[config.mk]
export PLATFORM = sky130hd
export DESIGN_NAME = multicycle_controller_flat
export DESIGN_NICKNAME = d
export VERILOG_FILES = /design/src/rtl/multicycle_controller_if.sv /design/src/rtl/multicycle_controller.sv /design/src/flat_wrapper.sv
export SDC_FILE = /design/constraint.sdc
export NUM_CORES = 1
export LEC_CHECK = 0
export CORE_ASPECT_RATIO = 0.7
export CORE_UTILIZATION = 32
export CTS_CLUSTER_DIAMETER = 120
export CTS_CLUSTER_SIZE = 10
export DETAILED_ROUTE_END_ITERATION = 8
export PLACE_DENSITY_LB_ADDON = 0.3
export SYNTH_ARGS = -nofsm -noshare
export SYNTH_HDL_FRONTEND = slang
export SYNTH_SLANG_ARGS = --single-unit
[constraint.sdc]
create_clock -name Clk -period 3.83 [get_ports Clk]
set_input_delay 0.766 -clock Clk [delete_from_list [all_inputs] [get_ports Clk]]
set_output_delay 0.766 -clock Clk [all_outputs]
set_load 0.02 [all_outputs]
[src/rtl/multicycle_controller_if.sv]
// Control bundle between the multicycle controller (master) and its datapath (slave).
// Carries the instruction/memory handshake inputs and every datapath strobe and select.
interface multicycle_controller_if #(
    parameter int ALUOP_W = 6,
    parameter int CNT_W   = 16
);
    logic [31:0]        Instruction;
    logic               MemReady;
    logic               PCWrite;
    logic               PCWriteCond;
    logic               IorD;
    logic               MemRead;
    logic               MemWrite;
    logic               IRWrite;
    logic               MemtoReg;
    logic               RegDst;
    logic               RegWrite;
    logic               ALUSrcA;
    logic               BranchNe;
    logic [1:0]         PCSrc;
    logic [1:0]         ALUSrcB;
    logic [ALUOP_W-1:0] ALUOp;
    logic               Illegal;
    logic [CNT_W-1:0]   RetireCount;
    logic [3:0]         State;

    modport master (
        input  Instruction, MemReady,
        output PCWrite, PCWriteCond, IorD, MemRead, MemWrite, IRWrite,
               MemtoReg, RegDst, RegWrite, ALUSrcA, BranchNe, PCSrc, ALUSrcB,
               ALUOp, Illegal, RetireCount, State
    );

    modport slave (
        output Instruction, MemReady,
        input  PCWrite, PCWriteCond, IorD, MemRead, MemWrite, IRWrite,
               MemtoReg, RegDst, RegWrite, ALUSrcA, BranchNe, PCSrc, ALUSrcB,
               ALUOp, Illegal, RetireCount, State
    );
endinterface

[src/rtl/multicycle_controller.sv]
// MIPS-subset multicycle control FSM: 3-5 cycles per instruction at zero wait states.
// FETCH/MEM_RD/MEM_WR hold with strobes asserted while MemReady is low; counts retired instructions.
module multicycle_controller #(
    parameter int ALUOP_W = 6,
    parameter int CNT_W   = 16
) (
    input  logic                    Clk,
    input  logic                    Rst,
    multicycle_controller_if.master bus
);

    typedef enum logic [3:0] {
        S_FETCH  = 4'd0,
        S_DECODE = 4'd1,
        S_EXEC_R = 4'd2,
        S_WB_R   = 4'd3,
        S_EXEC_I = 4'd4,
        S_WB_I   = 4'd5,
        S_ADDR   = 4'd6,
        S_MEM_RD = 4'd7,
        S_WB_LD  = 4'd8,
        S_MEM_WR = 4'd9,
        S_BRANCH = 4'd10,
        S_JUMP   = 4'd11,
        S_TRAP   = 4'd12
    } state_e;

    localparam logic [5:0] OP_RTYPE = 6'b000000;
    localparam logic [5:0] OP_LW    = 6'b100011;
    localparam logic [5:0] OP_SW    = 6'b101011;
    localparam logic [5:0] OP_BEQ   = 6'b000100;
    localparam logic [5:0] OP_BNE   = 6'b000101;
    localparam logic [5:0] OP_ADDI  = 6'b001000;
    localparam logic [5:0] OP_J     = 6'b000010;

    localparam logic [ALUOP_W-1:0] ALU_ADD = ALUOP_W'(6'b100000);
    localparam logic [ALUOP_W-1:0] ALU_SUB = ALUOP_W'(6'b100010);

    state_e             state_q, state_d;
    logic               is_store_q, is_store_d;
    logic [CNT_W-1:0]   retire_q, retire_d;
    logic               retire;
    logic [5:0]         opcode;
    logic [5:0]         funct;
    logic               unused_instr_bits;

    assign opcode            = bus.Instruction[31:26];
    assign funct             = bus.Instruction[5:0];
    assign unused_instr_bits = ^bus.Instruction[25:6];

    assign bus.State       = state_q;
    assign bus.RetireCount = retire_q;

    always_ff @(posedge Clk) begin
        if (Rst) begin
            state_q    <= S_FETCH;
            is_store_q <= 1'b0;
            retire_q   <= '0;
        end else begin
            state_q    <= state_d;
            is_store_q <= is_store_d;
            retire_q   <= retire_d;
        end
    end

    always_comb begin
        state_d         = state_q;
        is_store_d      = is_store_q;
        retire          = 1'b0;
        bus.PCWrite     = 1'b0;
        bus.PCWriteCond = 1'b0;
        bus.IorD        = 1'b0;
        bus.MemRead     = 1'b0;
        bus.MemWrite    = 1'b0;
        bus.IRWrite     = 1'b0;
        bus.MemtoReg    = 1'b0;
        bus.RegDst      = 1'b0;
        bus.RegWrite    = 1'b0;
        bus.ALUSrcA     = 1'b0;
        bus.BranchNe    = 1'b0;
        bus.PCSrc       = 2'b00;
        bus.ALUSrcB     = 2'b00;
        bus.ALUOp       = ALU_ADD;
        bus.Illegal     = 1'b0;

        case (state_q)
            S_FETCH: begin
                bus.MemRead = 1'b1;
                bus.ALUSrcB = 2'b01;
                if (bus.MemReady) begin
                    bus.IRWrite = 1'b1;
                    bus.PCWrite = 1'b1;
                    state_d     = S_DECODE;
                end
            end
            S_DECODE: begin
                // Branch target is computed speculatively here and parked in ALUOut.
                bus.ALUSrcB = 2'b11;
                case (opcode)
                    OP_RTYPE: state_d = S_EXEC_R;
                    OP_ADDI:  state_d = S_EXEC_I;
                    OP_LW: begin
                        state_d    = S_ADDR;
                        is_store_d = 1'b0;
                    end
                    OP_SW: begin
                        state_d    = S_ADDR;
                        is_store_d = 1'b1;
                    end
                    OP_BEQ, OP_BNE: state_d = S_BRANCH;
                    OP_J:           state_d = S_JUMP;
                    default:        state_d = S_TRAP;
                endcase
            end
            S_EXEC_R: begin
                bus.ALUSrcA = 1'b1;
                bus.ALUOp   = ALUOP_W'(funct);
                state_d     = S_WB_R;
            end
            S_WB_R: begin
                bus.RegDst   = 1'b1;
                bus.RegWrite = 1'b1;
                retire       = 1'b1;
                state_d      = S_FETCH;
            end
            S_EXEC_I: begin
                bus.ALUSrcA = 1'b1;
                bus.ALUSrcB = 2'b10;
                state_d     = S_WB_I;
            end
            S_WB_I: begin
                bus.RegWrite = 1'b1;
                retire       = 1'b1;
                state_d      = S_FETCH;
            end
            S_ADDR: begin
                // lw/sw split uses the flag latched in DECODE, not the live IR.
                bus.ALUSrcA = 1'b1;
                bus.ALUSrcB = 2'b10;
                state_d     = is_store_q ? S_MEM_WR : S_MEM_RD;
            end
            S_MEM_RD: begin
                bus.MemRead = 1'b1;
                bus.IorD    = 1'b1;
                if (bus.MemReady) state_d = S_WB_LD;
            end
            S_WB_LD: begin
                bus.MemtoReg = 1'b1;
                bus.RegWrite = 1'b1;
                retire       = 1'b1;
                state_d      = S_FETCH;
            end
            S_MEM_WR: begin
                bus.MemWrite = 1'b1;
                bus.IorD     = 1'b1;
                if (bus.MemReady) begin
                    retire  = 1'b1;
                    state_d = S_FETCH;
                end
            end
            S_BRANCH: begin
                bus.ALUSrcA     = 1'b1;
                bus.ALUOp       = ALU_SUB;
                bus.PCWriteCond = 1'b1;
                bus.PCSrc       = 2'b01;
                bus.BranchNe    = (opcode == OP_BNE);
                retire          = 1'b1;
                state_d         = S_FETCH;
            end
            S_JUMP: begin
                bus.PCWrite = 1'b1;
                bus.PCSrc   = 2'b10;
                retire      = 1'b1;
                state_d     = S_FETCH;
            end
            S_TRAP: begin
                bus.Illegal = 1'b1;
                state_d     = S_FETCH;
            end
            default: state_d = S_FETCH;
        endcase

        retire_d = retire ? retire_q + CNT_W'(1) : retire_q;

        // Reset can land in any state; suppress side effects until it releases.
        if (Rst) begin
            bus.PCWrite     = 1'b0;
            bus.PCWriteCond = 1'b0;
            bus.MemRead     = 1'b0;
            bus.MemWrite    = 1'b0;
            bus.IRWrite     = 1'b0;
            bus.RegWrite    = 1'b0;
            bus.Illegal     = 1'b0;
            bus.BranchNe    = 1'b0;
        end
    end

endmodule

[src/flat_wrapper.sv]
// flat-port wrapper written by rule: the top's interface ports become plain ports
module multicycle_controller_flat 
#(
    parameter int ALUOP_W = 6,
    parameter int CNT_W   = 16
)
  (Clk, Rst, bus_Instruction, bus_MemReady, bus_PCWrite, bus_PCWriteCond, bus_IorD, bus_MemRead, bus_MemWrite, bus_IRWrite, bus_MemtoReg, bus_RegDst, bus_RegWrite, bus_ALUSrcA, bus_BranchNe, bus_PCSrc, bus_ALUSrcB, bus_ALUOp, bus_Illegal, bus_RetireCount, bus_State);
  multicycle_controller_if #(.ALUOP_W(ALUOP_W), .CNT_W(CNT_W)) bus_i ();
  input  logic Clk;
  input  logic Rst;
  input wire logic [$bits(bus_i.Instruction)-1:0] bus_Instruction;
  input wire logic [$bits(bus_i.MemReady)-1:0] bus_MemReady;
  output wire logic [$bits(bus_i.PCWrite)-1:0] bus_PCWrite;
  output wire logic [$bits(bus_i.PCWriteCond)-1:0] bus_PCWriteCond;
  output wire logic [$bits(bus_i.IorD)-1:0] bus_IorD;
  output wire logic [$bits(bus_i.MemRead)-1:0] bus_MemRead;
  output wire logic [$bits(bus_i.MemWrite)-1:0] bus_MemWrite;
  output wire logic [$bits(bus_i.IRWrite)-1:0] bus_IRWrite;
  output wire logic [$bits(bus_i.MemtoReg)-1:0] bus_MemtoReg;
  output wire logic [$bits(bus_i.RegDst)-1:0] bus_RegDst;
  output wire logic [$bits(bus_i.RegWrite)-1:0] bus_RegWrite;
  output wire logic [$bits(bus_i.ALUSrcA)-1:0] bus_ALUSrcA;
  output wire logic [$bits(bus_i.BranchNe)-1:0] bus_BranchNe;
  output wire logic [$bits(bus_i.PCSrc)-1:0] bus_PCSrc;
  output wire logic [$bits(bus_i.ALUSrcB)-1:0] bus_ALUSrcB;
  output wire logic [$bits(bus_i.ALUOp)-1:0] bus_ALUOp;
  output wire logic [$bits(bus_i.Illegal)-1:0] bus_Illegal;
  output wire logic [$bits(bus_i.RetireCount)-1:0] bus_RetireCount;
  output wire logic [$bits(bus_i.State)-1:0] bus_State;
  assign bus_i.Instruction = bus_Instruction;
  assign bus_i.MemReady = bus_MemReady;
  assign bus_PCWrite = bus_i.PCWrite;
  assign bus_PCWriteCond = bus_i.PCWriteCond;
  assign bus_IorD = bus_i.IorD;
  assign bus_MemRead = bus_i.MemRead;
  assign bus_MemWrite = bus_i.MemWrite;
  assign bus_IRWrite = bus_i.IRWrite;
  assign bus_MemtoReg = bus_i.MemtoReg;
  assign bus_RegDst = bus_i.RegDst;
  assign bus_RegWrite = bus_i.RegWrite;
  assign bus_ALUSrcA = bus_i.ALUSrcA;
  assign bus_BranchNe = bus_i.BranchNe;
  assign bus_PCSrc = bus_i.PCSrc;
  assign bus_ALUSrcB = bus_i.ALUSrcB;
  assign bus_ALUOp = bus_i.ALUOp;
  assign bus_Illegal = bus_i.Illegal;
  assign bus_RetireCount = bus_i.RetireCount;
  assign bus_State = bus_i.State;
  multicycle_controller #(.ALUOP_W(ALUOP_W), .CNT_W(CNT_W)) u_core (.Clk(Clk), .Rst(Rst), .bus(bus_i));
endmodule
### Word level (Yosys, flattened, before mapping)

Cells that the tools add are included.
Widths: inputs -> output; s select.

* register bits after elaboration: 21
* input port bits: 35
* output and inout port bits: 42
* word-level logic and storage cells: 70

* add/sub/neg operators: 1
* eq/ne operators: 21
* muxes and demuxes: 32
* reductions and logical operators: 13

Operator list (number)
* $pmux 4 s7: 1
* $eq 4x4->1 const B: 5
* $mux 1: 20
* $pmux 4 s5: 1
* $add 16x1->16 const B: 1
* $eq 4x3->1 const B: 4
* $mux 4: 4
* $eq 6x3->1 const B: 2
* $eq 6x6->1 const B: 2
* $pmux 6 s2: 1
* $reduce_or 2->1: 5
* $eq 4x2->1 const B: 2
* $eq 6x2->1 const B: 1
* $eq 6x4->1 const B: 1
* $logic_not 6->1: 1
* $ne 2x2->1 const B: 3
* $pmux 1 s2: 3
* $pmux 2 s3: 1
* $reduce_or 5->1: 1
* $eq 4x1->1 const B: 1
* $logic_not 4->1: 1
* $pmux 2 s2: 1
* $reduce_or 4->1: 1
* $reduce_and 3->1: 1
* other kinds (3): 3

### Longest topological paths before layout

* depth in word-level cells: 4
* gate-level depth with buffers: 7
* gate-level depth less buffers: 5

### Worst setup path after synthesis

No wires, ideal clock.

* path kind: input-to-output
* start point: input port Rst
* end point: output port bus_BranchNe
* data arrival time: 1847 ps
* required time: 3064 ps
* setup slack: 1217 ps
* stages: 3
* path buffers: 1
* cell sequence: clkbuf_1 -> nor3_1 -> and3_1

* longest elaborated chain between the ends: 1

RTL lines
* from (decl): line flat_wrapper.sv:10 `input logic Rst;`
* $mux 1: line multicycle_controller.sv:186 `if (Rst) begin`
* to (decl): line flat_wrapper.sv:23 `output wire logic [$bits(bus_i.BranchNe)-1:0] bus_BranchNe;`

Every way passes these cells.

### Worst setup path after layout

* start point: input port Rst
* end point: output port bus_PCWrite

* longest elaborated chain between the ends: 1

RTL lines
* $mux 1: line multicycle_controller.sv:186
* to (decl): line flat_wrapper.sv:13 `output wire logic [$bits(bus_i.PCWrite)-1:0] bus_PCWrite;`

Every way passes these cells.

==> flow_summary.toml <==
[setup_path]
regToRegSetupSlack_ns = 1.79
start_kind = "input pin"
cp_common_cell = "clkdlybuf4s50_1"
reg2reg_to = "u_core.bus.RetireCount[12]"
reg2reg_depth = 5
cpMaxStageDelayCell = "clkdlybuf4s50_1"
cp_top_family = "buffers and inverters"
worstSetupPathType = "input pin to output pin"
path_buf_inv = 4
crit_start = "Rst"
path_max_fanout = 18
cp_data_arrival_time_ns = 2.56
worstReg2RegStart = "u_core.bus.State[0]"
critPathCaptureType = "output pin"
crit_chain = "clkdlybuf4s50_1, buf_4, inv_1, a21o_1, clkdlybuf4s50_1"
endpoint = "bus_PCWrite"
crit_required_ns = 3.06
cp_num_cells = 5
max_stage_delay_ns = 0.68

[worst_hold_path]
hold_depth = 2
holdCritPathClass = "flip-flop to flip-flop"

[final_layout]
area_growth_pct = 44.5
nFillCells = 410
fin_nets = 269
drive_gt1_frac = 0.0388
layout_common_cells = "clkdlybuf4s50_1 (56), a21oi_1 (21), dfxtp_1 (21)"
multi_input_area_sq_um = 898
mostFrequentLayoutCell = "clkdlybuf4s50_1"
diodes = 0
seq_area_sq_um = 420

[pwr]
peakVddDrop_mv = 0.193
p_per_area_mw_per_mm2 = 327
p_leak_nw = 0.668

[place]
gp_congestion = 0.748
preCtsSetupSlack_ns = 0.481
dp_hpwl_um = 2800
port_buffers = 56

[logic_synthesis]
synth_enable_flop_cells = 0
postSynthCellCount = 183
syn-num-nets = 219
synth_ff_type = "dfxtp_1"
syn_avg_cell_area_sq_um = 7.62
seq_area_frac_synth = 0.301
ys_seq_elements = 21
synth_warnings = 0
ys_async_sr_fraction = 0
syn-cell-area_sq_mm = 0.00140
synth_cell_types = 46

[timing]
slew-limit-headroom = 0.584
setup_viol = 0
fin_tns_setup_ns = 0
rsz0062_at_grt = "no"
period_share = 0.869
tightest_slew_ns = 0.623
final-hold-violation-count = 0
finClkSkew_ns = 0.00299
layout_setup_ws_ns = 0.501
fmax_mhz = 300
fin_crit_ns = 3.33
drv_slew = 0

[drt]
drtAntennaViolNets = 0
vias_per_cell = 5.39
wl_um = 3840
first_iter_violations = 96
routedWlPerCell_um = 13.5
drt-pass1-iter-count = 4
vias = 1530
drcViolationCount = 0

[clock_tree]
path_clk_slew_ns = 0.08
postCtsSetupRepairBufs = 0
cts_repair_resize_count = 0
postCtsHoldBufs = 0
cts.sinks = 21
cts_tree = "yes"
cts_root_buffer = "clkbuf_8"
insertion_delay_ns = 0.26
cts_buffers = 3
cts.path.max_buffers = 2
htreeDepth = 1

[global_route]
grt_pass1_vias = 1276
grt_pass1_wl_um = 6170
track_usage = 0.169
grt_max_degree = 31
grt_overflow = 0
antenna_found_initial = 0

[die]
core_sq_mm = 0.00404
die_h_um = 57.2
io_pins = 77
start_util = 0.345
dieArea_sq_mm = 0.00463
die_w_um = 80.9
rows = 19

[status]
outcome = "finished clean"

[job]
maxCapViolCount = 0
## sequential cells by signal, indices dropped and copies added, names as in the netlist
signal	cells
u_core.is_store_q	1
u_core.bus.State	4
u_core.bus.RetireCount	16
## per-stage QoR
| step | hold slack (ns) | power (mW) | cells | utilization | area (sq um) |
|---|---|---|---|---|---|
| after floorplan | 0.501 | 0.423 | 183 | - | 1400 |
| after global placement | 0.466 | 0.518 | 280 | 0.488 | 1970 |
| after detailed placement | 0.472 | 0.520 | 280 | 0.488 | 1970 |
| after CTS | 0.483 | 0.667 | 284 | 0.499 | 2020 |
| after global routing | 0.524 | 0.704 | 284 | 0.499 | 2020 |
| final | 0.486 | 0.659 | 284 | 0.499 | 2020 |
## synthesized netlist by cell type (2+ instances only)
library cell | number | area, sq um
a21o_1 | 2 | 15.0
a21oi_1 | 21 | 105
a31oi_1 | 3 | 18.8
and2_1 | 8 | 50.1
and3_1 | 4 | 25.0
and4_1 | 2 | 17.5
buf_4 | 2 | 15.0
clkbuf_1 | 9 | 33.8
dfxtp_1 | 21 | 420
inv_1 | 3 | 11.3
mux2i_1 | 3 | 30.0
nand2_1 | 9 | 33.8
nand2b_1 | 6 | 37.5
nand3_1 | 7 | 35.0
nand4_1 | 4 | 25.0
nor2_1 | 15 | 56.3
nor3_1 | 7 | 35.0
nor4_1 | 2 | 12.5
o21a_1 | 3 | 22.5
o21ai_0 | 2 | 10.0
o21ai_1 | 4 | 20.0
o2bb2ai_1 | 2 | 17.5
o31ai_1 | 9 | 67.6
or3_1 | 6 | 37.5
or4_1 | 8 | 60.1
## where the power goes
group | total, mW | switching (mW) | internal (mW)
clock | 0.145 | 0.0705 | 0.0741
sequential | 0.264 | 0.0355 | 0.229
combinational | 0.251 | 0.133 | 0.117
## routing by layer
layer / up-vias / part of all wire / routed length (um) / global-route usage
met5: - / 0 / 0 / 0
met2: 35 / 0.42 / 1630 / 0.226
li1: 782 / - / - / -
met1: 713 / 0.53 / 2020 / 0.270
met3: 0 / 0.050 / 192 / 0.0480
met4: 0 / 0 / 0 / 0.0153
## worst reg2reg max path, stage by stage, from the launching register on
cell and delay, ns:
dfxtp_1 0.72, and4bb_2 0.33, a211oi_2 0.04, buf_4 0.22, or4_1 0.52, a21oi_1 0.15
## worst min-delay path by stage
| stage | end | slack (ns) | start |
|---|---|---|---|
| after floorplan | u_core.is_store_q | 0.50 | u_core.is_store_q |
| after global placement | u_core.bus.RetireCount[15] | 0.47 | u_core.bus.RetireCount[15] |
| after detailed placement | u_core.bus.RetireCount[15] | 0.47 | u_core.bus.RetireCount[15] |
| after CTS | u_core.bus.RetireCount[15] | 0.48 | u_core.bus.RetireCount[15] |
| after global routing | u_core.bus.RetireCount[15] | 0.52 | u_core.bus.RetireCount[15] |
| final | u_core.bus.RetireCount[15] | 0.49 | u_core.bus.RetireCount[15] |
## final cells by class
class | count | share of cell area
Multi-Input combinational cell | 146 | 0.446
Timing Repair Buffer | 58 | 0.286
Sequential cell | 21 | 0.209
Tap cell | 52 | 0.0323
Clock buffer | 4 | 0.0223
Inverter | 3 | 0.00559
## kinds of logic after synthesis
| family | synth area share |
|---|---|
| compound gates | 0.230 |
| xor+xnor | 0.00628 |
| fa+ha+maj | 0.00897 |
| buf+inv | 0.0547 |
| flops | 0.301 |
| mux | 0.0296 |
| simple gates | 0.369 |
Note: power is estimated with default switching activity, not from simulation.
